==> config.mk <==
export PLATFORM = sky130hd
export DESIGN_NAME = imem_loader
export DESIGN_NICKNAME = d
export VERILOG_FILES = /design/src/rtl/imem_loader_pkg.sv /design/src/rtl/imem_loader_byte_packer.sv /design/src/rtl/imem_loader.sv
export SDC_FILE = /design/constraint.sdc
export NUM_CORES = 1
export LEC_CHECK = 0
export CORE_MARGIN = 2
export CORE_UTILIZATION = 51
export DETAILED_ROUTE_END_ITERATION = 16
export MAX_ROUTING_LAYER = met4
export PLACE_DENSITY = 0.8
export SETUP_SLACK_MARGIN = 0.5
export SLEW_MARGIN = 20
export SYNTH_ARGS = -nofsm -noshare
export SYNTH_HDL_FRONTEND = slang
export SYNTH_HIERARCHICAL = 1
export SYNTH_SLANG_ARGS = --single-unit
==> constraint.sdc <==
create_clock -name clock -period 3.75 [get_ports clock]
set_clock_uncertainty 0.2 [all_clocks]
set_input_delay 0.5625 -clock clock [delete_from_list [all_inputs] [get_ports clock]]
set_output_delay 0.5625 -clock clock [all_outputs]
set_load 0.01 [all_outputs]
==> src/rtl/imem_loader_pkg.sv <==
// Shared definitions for the instruction-memory loader.
// The CSUM state exists only when LOADER_CHECKSUM_EN is defined.
package imem_loader_pkg;

  localparam int LEN_W  = 16;
  localparam int CSUM_W = 8;

  typedef enum logic [2:0] {
    IDLE   = 3'd0,
    LEN_LO = 3'd1,
    LEN_HI = 3'd2,
    DATA   = 3'd3,
    WRITE  = 3'd4,
    DONE   = 3'd5,
`ifdef LOADER_CHECKSUM_EN
    ERROR  = 3'd6,
    CSUM   = 3'd7
`else
    ERROR  = 3'd6
`endif
  } state_t;

  // Running checksum: XOR of every data byte in the image.
  function automatic logic [CSUM_W-1:0] csum_next(input logic [CSUM_W-1:0] acc,
                                                  input logic [7:0]        data);
    return acc ^ data;
  endfunction

endpackage

==> src/rtl/imem_loader_byte_packer.sv <==
// Little-endian 4-byte to 32-bit word assembler; complete flags the byte that
// finishes a word, and word carries that byte in bits 31:24 in the same cycle.
module byte_packer (
  input  logic        clock,
  input  logic        reset,
  input  logic        clear,
  input  logic        in_en,
  input  logic [7:0]  in_byte,
  output logic [31:0] word,
  output logic        complete
);

  logic [1:0]  cnt_r;
  logic [23:0] low_r;

  assign complete = in_en && (cnt_r == 2'd3);
  assign word     = {in_byte, low_r};

  // Byte lane position and the three low bytes of the word in progress.
  always_ff @(posedge clock or negedge reset) begin
    if (!reset) begin
      cnt_r <= 2'd0;
      low_r <= 24'd0;
    end else if (clear) begin
      cnt_r <= 2'd0;
      low_r <= 24'd0;
    end else if (in_en) begin
      cnt_r <= cnt_r + 2'd1;
      case (cnt_r)
        2'd0:    low_r[7:0]   <= in_byte;
        2'd1:    low_r[15:8]  <= in_byte;
        2'd2:    low_r[23:16] <= in_byte;
        default: low_r        <= low_r;
      endcase
    end
  end

endmodule

==> src/rtl/imem_loader.sv <==
// Byte-stream loader: length header, little-endian words written to imem,
// processor held in reset until the load completes. Option: LOADER_CHECKSUM_EN.
module imem_loader
  import imem_loader_pkg::*;
#(
  parameter int                ADDR_W    = 12,
  parameter logic [ADDR_W-1:0] BASE_ADDR = '0
) (
  input  logic              clock,
  input  logic              reset,
  input  logic              start,
  input  logic              in_valid,
  input  logic [7:0]        in_data,
  output logic              in_ready,
  output logic              mem_wen,
  output logic [ADDR_W-1:0] mem_addr,
  output logic [31:0]       mem_data,
  output logic              cpu_reset,
  output logic              done,
  output logic              err
);

  localparam logic [31:0] MAX_WORDS = 32'd1 << ADDR_W;
`ifdef LOADER_CHECKSUM_EN
  localparam state_t END_STATE = CSUM;
`else
  localparam state_t END_STATE = DONE;
`endif

  state_t             state_r, state_s;
  logic               in_ready_r, mem_wen_r, cpu_reset_r, done_r, err_r;
  logic [7:0]         len_lo_r;
  logic [LEN_W-1:0]   len_r, word_cnt_r;
  logic [ADDR_W-1:0]  addr_r;
  logic [31:0]        data_r;

  logic               accept_s, pk_en_s, pk_complete_s;
  logic               cap_lo_s, cap_len_s, adv_s;
  logic [LEN_W-1:0]   len_s;
  logic [31:0]        pk_word_s;

  assign accept_s = in_valid && in_ready_r;
  assign len_s    = {in_data, len_lo_r};
  assign pk_en_s  = !start && (state_r == DATA) && accept_s;

  byte_packer u_packer (
    .clock    (clock),
    .reset    (reset),
    .clear    (start),
    .in_en    (pk_en_s),
    .in_byte  (in_data),
    .word     (pk_word_s),
    .complete (pk_complete_s)
  );

`ifdef LOADER_CHECKSUM_EN
  logic [CSUM_W-1:0] csum_r;

  // Checksum accumulates every accepted data byte; start clears it.
  always_ff @(posedge clock or negedge reset) begin
    if (!reset) begin
      csum_r <= '0;
    end else if (start) begin
      csum_r <= '0;
    end else if (pk_en_s) begin
      csum_r <= csum_next(csum_r, in_data);
    end
  end
`endif

  // Next-state and datapath strobes; start overrides every state.
  always_comb begin
    state_s   = state_r;
    cap_lo_s  = 1'b0;
    cap_len_s = 1'b0;
    adv_s     = 1'b0;
    if (start) begin
      state_s = LEN_LO;
    end else begin
      case (state_r)
        IDLE: state_s = IDLE;
        LEN_LO: begin
          if (accept_s) begin
            cap_lo_s = 1'b1;
            state_s  = LEN_HI;
          end else begin
            state_s = LEN_LO;
          end
        end
        LEN_HI: begin
          if (accept_s) begin
            cap_len_s = 1'b1;
            if (len_s == '0) begin
              state_s = END_STATE;
            end else if ({16'd0, len_s} > MAX_WORDS) begin
              state_s = ERROR;
            end else begin
              state_s = DATA;
            end
          end else begin
            state_s = LEN_HI;
          end
        end
        DATA: begin
          if (pk_complete_s) begin
            state_s = WRITE;
          end else begin
            state_s = DATA;
          end
        end
        WRITE: begin
          adv_s = 1'b1;
          if (word_cnt_r + LEN_W'(1) == len_r) begin
            state_s = END_STATE;
          end else begin
            state_s = DATA;
          end
        end
`ifdef LOADER_CHECKSUM_EN
        CSUM: begin
          if (accept_s) begin
            if (in_data == csum_r) begin
              state_s = DONE;
            end else begin
              state_s = ERROR;
            end
          end else begin
            state_s = CSUM;
          end
        end
`endif
        DONE:    state_s = DONE;
        ERROR:   state_s = ERROR;
        default: state_s = IDLE;
      endcase
    end
  end

  // State register plus output flags decoded from the next state, so each
  // flag is a flop that lines up exactly with the state it belongs to.
  always_ff @(posedge clock or negedge reset) begin
    if (!reset) begin
      state_r     <= IDLE;
      in_ready_r  <= 1'b0;
      mem_wen_r   <= 1'b0;
      cpu_reset_r <= 1'b1;
      done_r      <= 1'b0;
      err_r       <= 1'b0;
    end else begin
      state_r     <= state_s;
`ifdef LOADER_CHECKSUM_EN
      in_ready_r  <= (state_s == LEN_LO) || (state_s == LEN_HI) ||
                     (state_s == DATA)   || (state_s == CSUM);
`else
      in_ready_r  <= (state_s == LEN_LO) || (state_s == LEN_HI) ||
                     (state_s == DATA);
`endif
      mem_wen_r   <= (state_s == WRITE);
      cpu_reset_r <= (state_s != DONE);
      done_r      <= (state_s == DONE);
      err_r       <= (state_s == ERROR);
    end
  end

  // Length capture, word counting, write address and write data.
  always_ff @(posedge clock or negedge reset) begin
    if (!reset) begin
      len_lo_r   <= 8'd0;
      len_r      <= '0;
      word_cnt_r <= '0;
      addr_r     <= BASE_ADDR;
      data_r     <= 32'd0;
    end else if (start) begin
      len_lo_r   <= 8'd0;
      len_r      <= '0;
      word_cnt_r <= '0;
    end else begin
      if (cap_lo_s) begin
        len_lo_r <= in_data;
      end
      if (cap_len_s) begin
        len_r  <= len_s;
        addr_r <= BASE_ADDR;
      end else if (adv_s) begin
        addr_r     <= addr_r + ADDR_W'(1);
        word_cnt_r <= word_cnt_r + LEN_W'(1);
      end
      if (pk_complete_s) begin
        data_r <= pk_word_s;
      end
    end
  end

  assign in_ready  = in_ready_r;
  assign mem_wen   = mem_wen_r;
  assign mem_addr  = addr_r;
  assign mem_data  = data_r;
  assign cpu_reset = cpu_reset_r;
  assign done      = done_r;
  assign err       = err_r;

endmodule
==> report_table.html <==
<table>
<tr><th>Metric</th><th>Value</th></tr>
<tr><th colspan="2">Logic synthesis</th></tr>
<tr><td>Average cell area after synthesis</td><td>11.2 um2</td></tr>
<tr><td>Post-synthesis share of cell area spent on full adders, half adders and majority gates</td><td>1.27%</td></tr>
<tr><td>Number of synthesized register bits</td><td>118</td></tr>
<tr><td>Xor-xnor portion of the synthesized cell area</td><td>5.95%</td></tr>
<tr><td>Cell area after synthesis</td><td>5890 um2</td></tr>
<tr><td>Simple-Gate Fraction of Synth Area</td><td>18.8%</td></tr>
<tr><td>Fraction of the yosys area taken by sequential cells</td><td>50.1%</td></tr>
<tr><td>Post-synthesis cell type count</td><td>61</td></tr>
<tr><td>Synthesized-area fraction occupied by ao, oa, aoi and oai cells</td><td>5.03%</td></tr>
<tr><td>Post-synthesis instance total</td><td>527</td></tr>
<tr><td>Post-synthesis cell type with the largest combined area</td><td>sky130_fd_sc_hd__dfrtp_1</td></tr>
<tr><td>Area share of the largest cell type after synthesis</td><td>49.7%</td></tr>
<tr><td>Post-synth EDFFs</td><td>0</td></tr>
<tr><td>Yosys Warn Count</td><td>6</td></tr>
<tr><td>Largest cells by area after synthesis</td><td>sky130_fd_sc_hd__dfrtp_1, sky130_fd_sc_hd__mux2i_1, sky130_fd_sc_hd__mux2_2, sky130_fd_sc_hd__nand2b_1, sky130_fd_sc_hd__xnor2_1</td></tr>
<tr><td>Share of synthesized flip-flops with an asynchronous set or reset</td><td>100%</td></tr>
<tr><td>Main combinational cell family by area after synthesis</td><td>simple AND/OR/NAND/NOR gates</td></tr>
<tr><td>Multiplexer fraction of the synthesized cell area</td><td>14.6%</td></tr>
<tr><td>Synthesized Nets</td><td>545</td></tr>
<tr><td>Leading register cell type out of synthesis</td><td>sky130_fd_sc_hd__dfrtp_1</td></tr>
<tr><th colspan="2">Power and ir drop</th></tr>
<tr><td>Proportion of power drawn by combinational gates</td><td>9.2%</td></tr>
<tr><td>Clk pwr share</td><td>46.5%</td></tr>
<tr><td>Net switching power of the design</td><td>0.801 mW</td></tr>
<tr><td>Peak ir drop on the vdd network</td><td>260 uV</td></tr>
<tr><td>Seq pwr share</td><td>44.2%</td></tr>
<tr><td>P_int</td><td>2.30 mW</td></tr>
<tr><td>Switching power as a share of total power</td><td>25.8%</td></tr>
<tr><td>Leakage power summed over all cells</td><td>3.15 nW</td></tr>
<tr><td>Power per cell area</td><td>440 nW/um2</td></tr>
<tr><th colspan="2">Floorplan</th></tr>
<tr><td>I/O pin total</td><td>61</td></tr>
<tr><td>Starting density of the core</td><td>52.0%</td></tr>
<tr><td>FP Rows</td><td>39</td></tr>
<tr><td>Placeable core area</td><td>11300 um2</td></tr>
<tr><td>Vert. Die Dim</td><td>111 um</td></tr>
<tr><td>DIE WIDTH</td><td>111 um</td></tr>
<tr><td>Area of the die</td><td>12400 um2</td></tr>
<tr><th colspan="2">Setup path</th></tr>
<tr><td>CP endpoint kind</td><td>flip-flop</td></tr>
<tr><td>Origin of the critical flop-to-flop path</td><td>word_cnt_r[0]</td></tr>
<tr><td>Cell-by-cell listing of the critical path</td><td>clkdlybuf4s50_1, or4_1, o31ai_1, nand3_1, a32oi_1, nand2_1, a221oi_1</td></tr>
<tr><td>Path type of the worst setup path</td><td>input port to flip-flop</td></tr>
<tr><td>Worst endpoint data arrival time</td><td>2960 ps</td></tr>
<tr><td>Critical path data required time</td><td>3840 ps</td></tr>
<tr><td>Register-to-Register Path Depth</td><td>8</td></tr>
<tr><td>Maximum fanout along the worst path</td><td>5</td></tr>
<tr><td>Slowest Stage Delay on Critical Path</td><td>620 ps</td></tr>
<tr><td>Reg-to-reg critical path endpoint</td><td>done</td></tr>
<tr><td>Source of the critical timing path</td><td>in_data[3]</td></tr>
<tr><td>Crit path max-delay cell type</td><td>sky130_fd_sc_hd__or4_1</td></tr>
<tr><td>Setup crit start kind</td><td>input port</td></tr>
<tr><td>Register-to-register setup slack</td><td>930 ps</td></tr>
<tr><th colspan="2">STA</th></tr>
<tr><td>Ratio of final minimum period to clock period</td><td>76.3%</td></tr>
<tr><td>Worst hold margin</td><td>-20.6 ps</td></tr>
<tr><td>Max Clk Rate</td><td>350 MHz</td></tr>
<tr><td>Transition time at the pin with the least slew margin</td><td>779 ps</td></tr>
<tr><td>Final TNS setup</td><td>0 ps</td></tr>
<tr><td>Setup repair after global routing missed its margin</td><td>no</td></tr>
<tr><td>Total count of max-transition violations in the final report</td><td>0</td></tr>
<tr><td>Final period demand of the worst path</td><td>2860 ps</td></tr>
<tr><td>Final setup vio count</td><td>0</td></tr>
<tr><td>Hold Vio Cnt, Final</td><td>24</td></tr>
<tr><td>Worst max-slew margin expressed relative to the limit</td><td>47.6%</td></tr>
<tr><th colspan="2">Run status</th></tr>
<tr><td>Violated checks</td><td>negative hold slack</td></tr>
<tr><td>Status</td><td>complete, but fails checks</td></tr>
<tr><th colspan="2">Global routing</th></tr>
<tr><td>Total track usage</td><td>22.3%</td></tr>
<tr><td>Global-route congestion overflow total</td><td>0</td></tr>
<tr><td>Largest net degree at the start of global routing</td><td>72</td></tr>
<tr><td>Number of antenna violations at the first check in global routing</td><td>0</td></tr>
<tr><td>Via count of the first global-routing pass</td><td>4190</td></tr>
<tr><td>First-pass GRT wire length</td><td>21.4 mm</td></tr>
<tr><th colspan="2">Route</th></tr>
<tr><td>Total wire length after detailed routing</td><td>12.9 mm</td></tr>
<tr><td>Remaining routing DRC violations</td><td>0</td></tr>
<tr><td>Initial DRC Count</td><td>249</td></tr>
<tr><td>Via density per instance</td><td>5.65</td></tr>
<tr><td>Residual antenna-violating net count after detailed routing</td><td>0</td></tr>
<tr><td>Detailed-route via count</td><td>4153</td></tr>
<tr><td>Routed length per placed instance</td><td>17.5 um</td></tr>
<tr><td>First-pass detailed-route iteration total</td><td>5</td></tr>
<tr><th colspan="2">Clock tree</th></tr>
<tr><td>CTS tree</td><td>built</td></tr>
<tr><td>Number of sinks on the clock net</td><td>118</td></tr>
<tr><td>Number of gates given a new drive strength after cts</td><td>0</td></tr>
<tr><td>Number of buffers inserted by hold repair at cts</td><td>0</td></tr>
<tr><td>Worst-skew pair later-pin latency</td><td>410 ps</td></tr>
<tr><td>CTS HTree Levels</td><td>4</td></tr>
<tr><td>Clk Tree Root Cell</td><td>sky130_fd_sc_hd__clkbuf_16</td></tr>
<tr><td>Post-CTS Setup Inserts</td><td>0</td></tr>
<tr><td>Deepest clock path buffer count</td><td>2</td></tr>
<tr><td>Clock transition time at the flip-flop clock pins of the worst setup and hold paths</td><td>50 ps</td></tr>
<tr><td>Clock buffer count from CTS</td><td>17</td></tr>
<tr><th colspan="2">Placed design</th></tr>
<tr><td>Count of port buffers added during placement</td><td>60</td></tr>
<tr><td>Final estimated routing congestion in global placement</td><td>0.834</td></tr>
<tr><td>Placed instance area</td><td>6520 um2</td></tr>
<tr><td>Final HPWL DP</td><td>8.79 mm</td></tr>
<tr><th colspan="2">Final layout</th></tr>
<tr><td>Number of diodes</td><td>0</td></tr>
<tr><td>Final design area excluding fillers</td><td>7050 um2</td></tr>
<tr><td>Most common cell after layout, fill and taps aside</td><td>sky130_fd_sc_hd__dfrtp_1</td></tr>
<tr><td>Layout area overhead</td><td>19.7%</td></tr>
<tr><td>Highest-count cells in the layout ignoring fill and taps</td><td>sky130_fd_sc_hd__dfrtp_1, sky130_fd_sc_hd__clkdlybuf4s50_1, sky130_fd_sc_hd__nor2_1</td></tr>
<tr><td>Proportion of layout cells with a drive suffix above 1</td><td>14.2%</td></tr>
<tr><td>Number of nets in the layout</td><td>597</td></tr>
<tr><td>Filler cell count in the final layout</td><td>903</td></tr>
<tr><th colspan="2">Hold path</th></tr>
<tr><td>Worst min path class</td><td>input port to async pin</td></tr>
<tr><th colspan="2">Job</th></tr>
<tr><td>Max-capacitance violation count</td><td>0</td></tr>
</table>
[critical path: cells and delay by family]
family          cells  cell delay [ps]
buf+inv             1              570
simple gates        3              900
compound gates      3              920
[cells in the mapped netlist (5+ instances only)]
library cell / number
sky130_fd_sc_hd__nor3_1: 8
sky130_fd_sc_hd__and3_1: 5
sky130_fd_sc_hd__mux2_1: 13
sky130_fd_sc_hd__a21oi_1: 14
sky130_fd_sc_hd__or3_1: 9
sky130_fd_sc_hd__o21ai_0: 13
sky130_fd_sc_hd__mux2i_1: 50
sky130_fd_sc_hd__ha_1: 6
sky130_fd_sc_hd__inv_1: 8
sky130_fd_sc_hd__nand2b_1: 34
sky130_fd_sc_hd__buf_4: 13
sky130_fd_sc_hd__nor2_1: 54
sky130_fd_sc_hd__mux2_2: 19
sky130_fd_sc_hd__nand4_1: 8
sky130_fd_sc_hd__nand3_1: 16
sky130_fd_sc_hd__or4_1: 5
sky130_fd_sc_hd__dfrtp_1: 117
sky130_fd_sc_hd__xor2_1: 16
sky130_fd_sc_hd__xnor2_1: 24
sky130_fd_sc_hd__clkbuf_1: 9
sky130_fd_sc_hd__nand2_1: 22
[power groups by stage]
| stage | Clock [mW] | Sequential, mW | Combinational [mW] |
|---|---|---|---|
| after floorplan | 0 | 1.39 | 0.160 |
| after global placement | 0 | 1.39 | 0.277 |
| after detailed placement | 0 | 1.39 | 0.288 |
| after CTS | 1.47 | 1.37 | 0.289 |
| after global routing | 1.53 | 1.38 | 0.315 |
| final | 1.44 | 1.37 | 0.286 |
[logic make-up after synthesis]
group	count (synthesis)
AND/OR/NAND/NOR	193
flip-flops	118
multiplexers	82
AO/OA/AOI/OAI	45
buffers and inverters	43
XOR/XNOR	40
adder cells (fa/ha/maj)	6
[per-layer routing]
metal,global-route usage [%],part of all wire [%]
met1,29.2,45
met2,34.2,49
met3,4.30,4.6
met4,9.79,2.2
met5,-,0
[how the worst max path moves through the flow]
| stage | to | cells after the start |
|---|---|---|
| after global routing | in_ready | 7 |
| final | in_ready | 7 |
| after global placement | done | 7 |
| after floorplan | mem_data[2] | 9 |
| after CTS | done | 8 |
| after detailed placement | in_ready | 7 |
[through the flow]
| stage | setup WS, ps | hold slack [ps] | total power [mW] | cells | util (%) |
|---|---|---|---|---|---|
| 3_5_place_dp | 552 | 277 | 1.68 | 703 | 57.6 |
| 6_report | 889 | -20.6 | 3.10 | 735 | 62.3 |
| 2_1_floorplan | 802 | 66.9 | 1.55 | 527 | - |
| 5_1_grt | 769 | 30.6 | 3.22 | 735 | 62.3 |
| 4_1_cts | 954 | 1.68 | 3.13 | 735 | 62.3 |
| 3_3_place_gp | 653 | 268 | 1.67 | 703 | 57.6 |
[registers in the layout, summed over array words and instances, names as in the netlist]
name            cells
u_packer/low_r     24
mem_wen             1
in_ready            1
mem_addr           12
mem_data           32
state_r             3
len_r              16
done                1
len_lo_r            8
u_packer/cnt_r      2
cpu_reset           1
word_cnt_r         16
err                 1
[area by class of cell]
cell class / count / area, um2 / area share (%)
Timing Repair Buffer: 68 / 666 / 9.44
Tap cell: 143 / 179 / 2.54
Clock inverter: 12 / 81.3 / 1.15
Clock buffer: 20 / 447 / 6.33
Inverter: 8 / 30.0 / 0.426
Multi-Input combinational cell: 366 / 2700 / 38.2
Sequential cell: 118 / 2950 / 41.9
No activity file was read; power rests on OpenSTA's default activity.
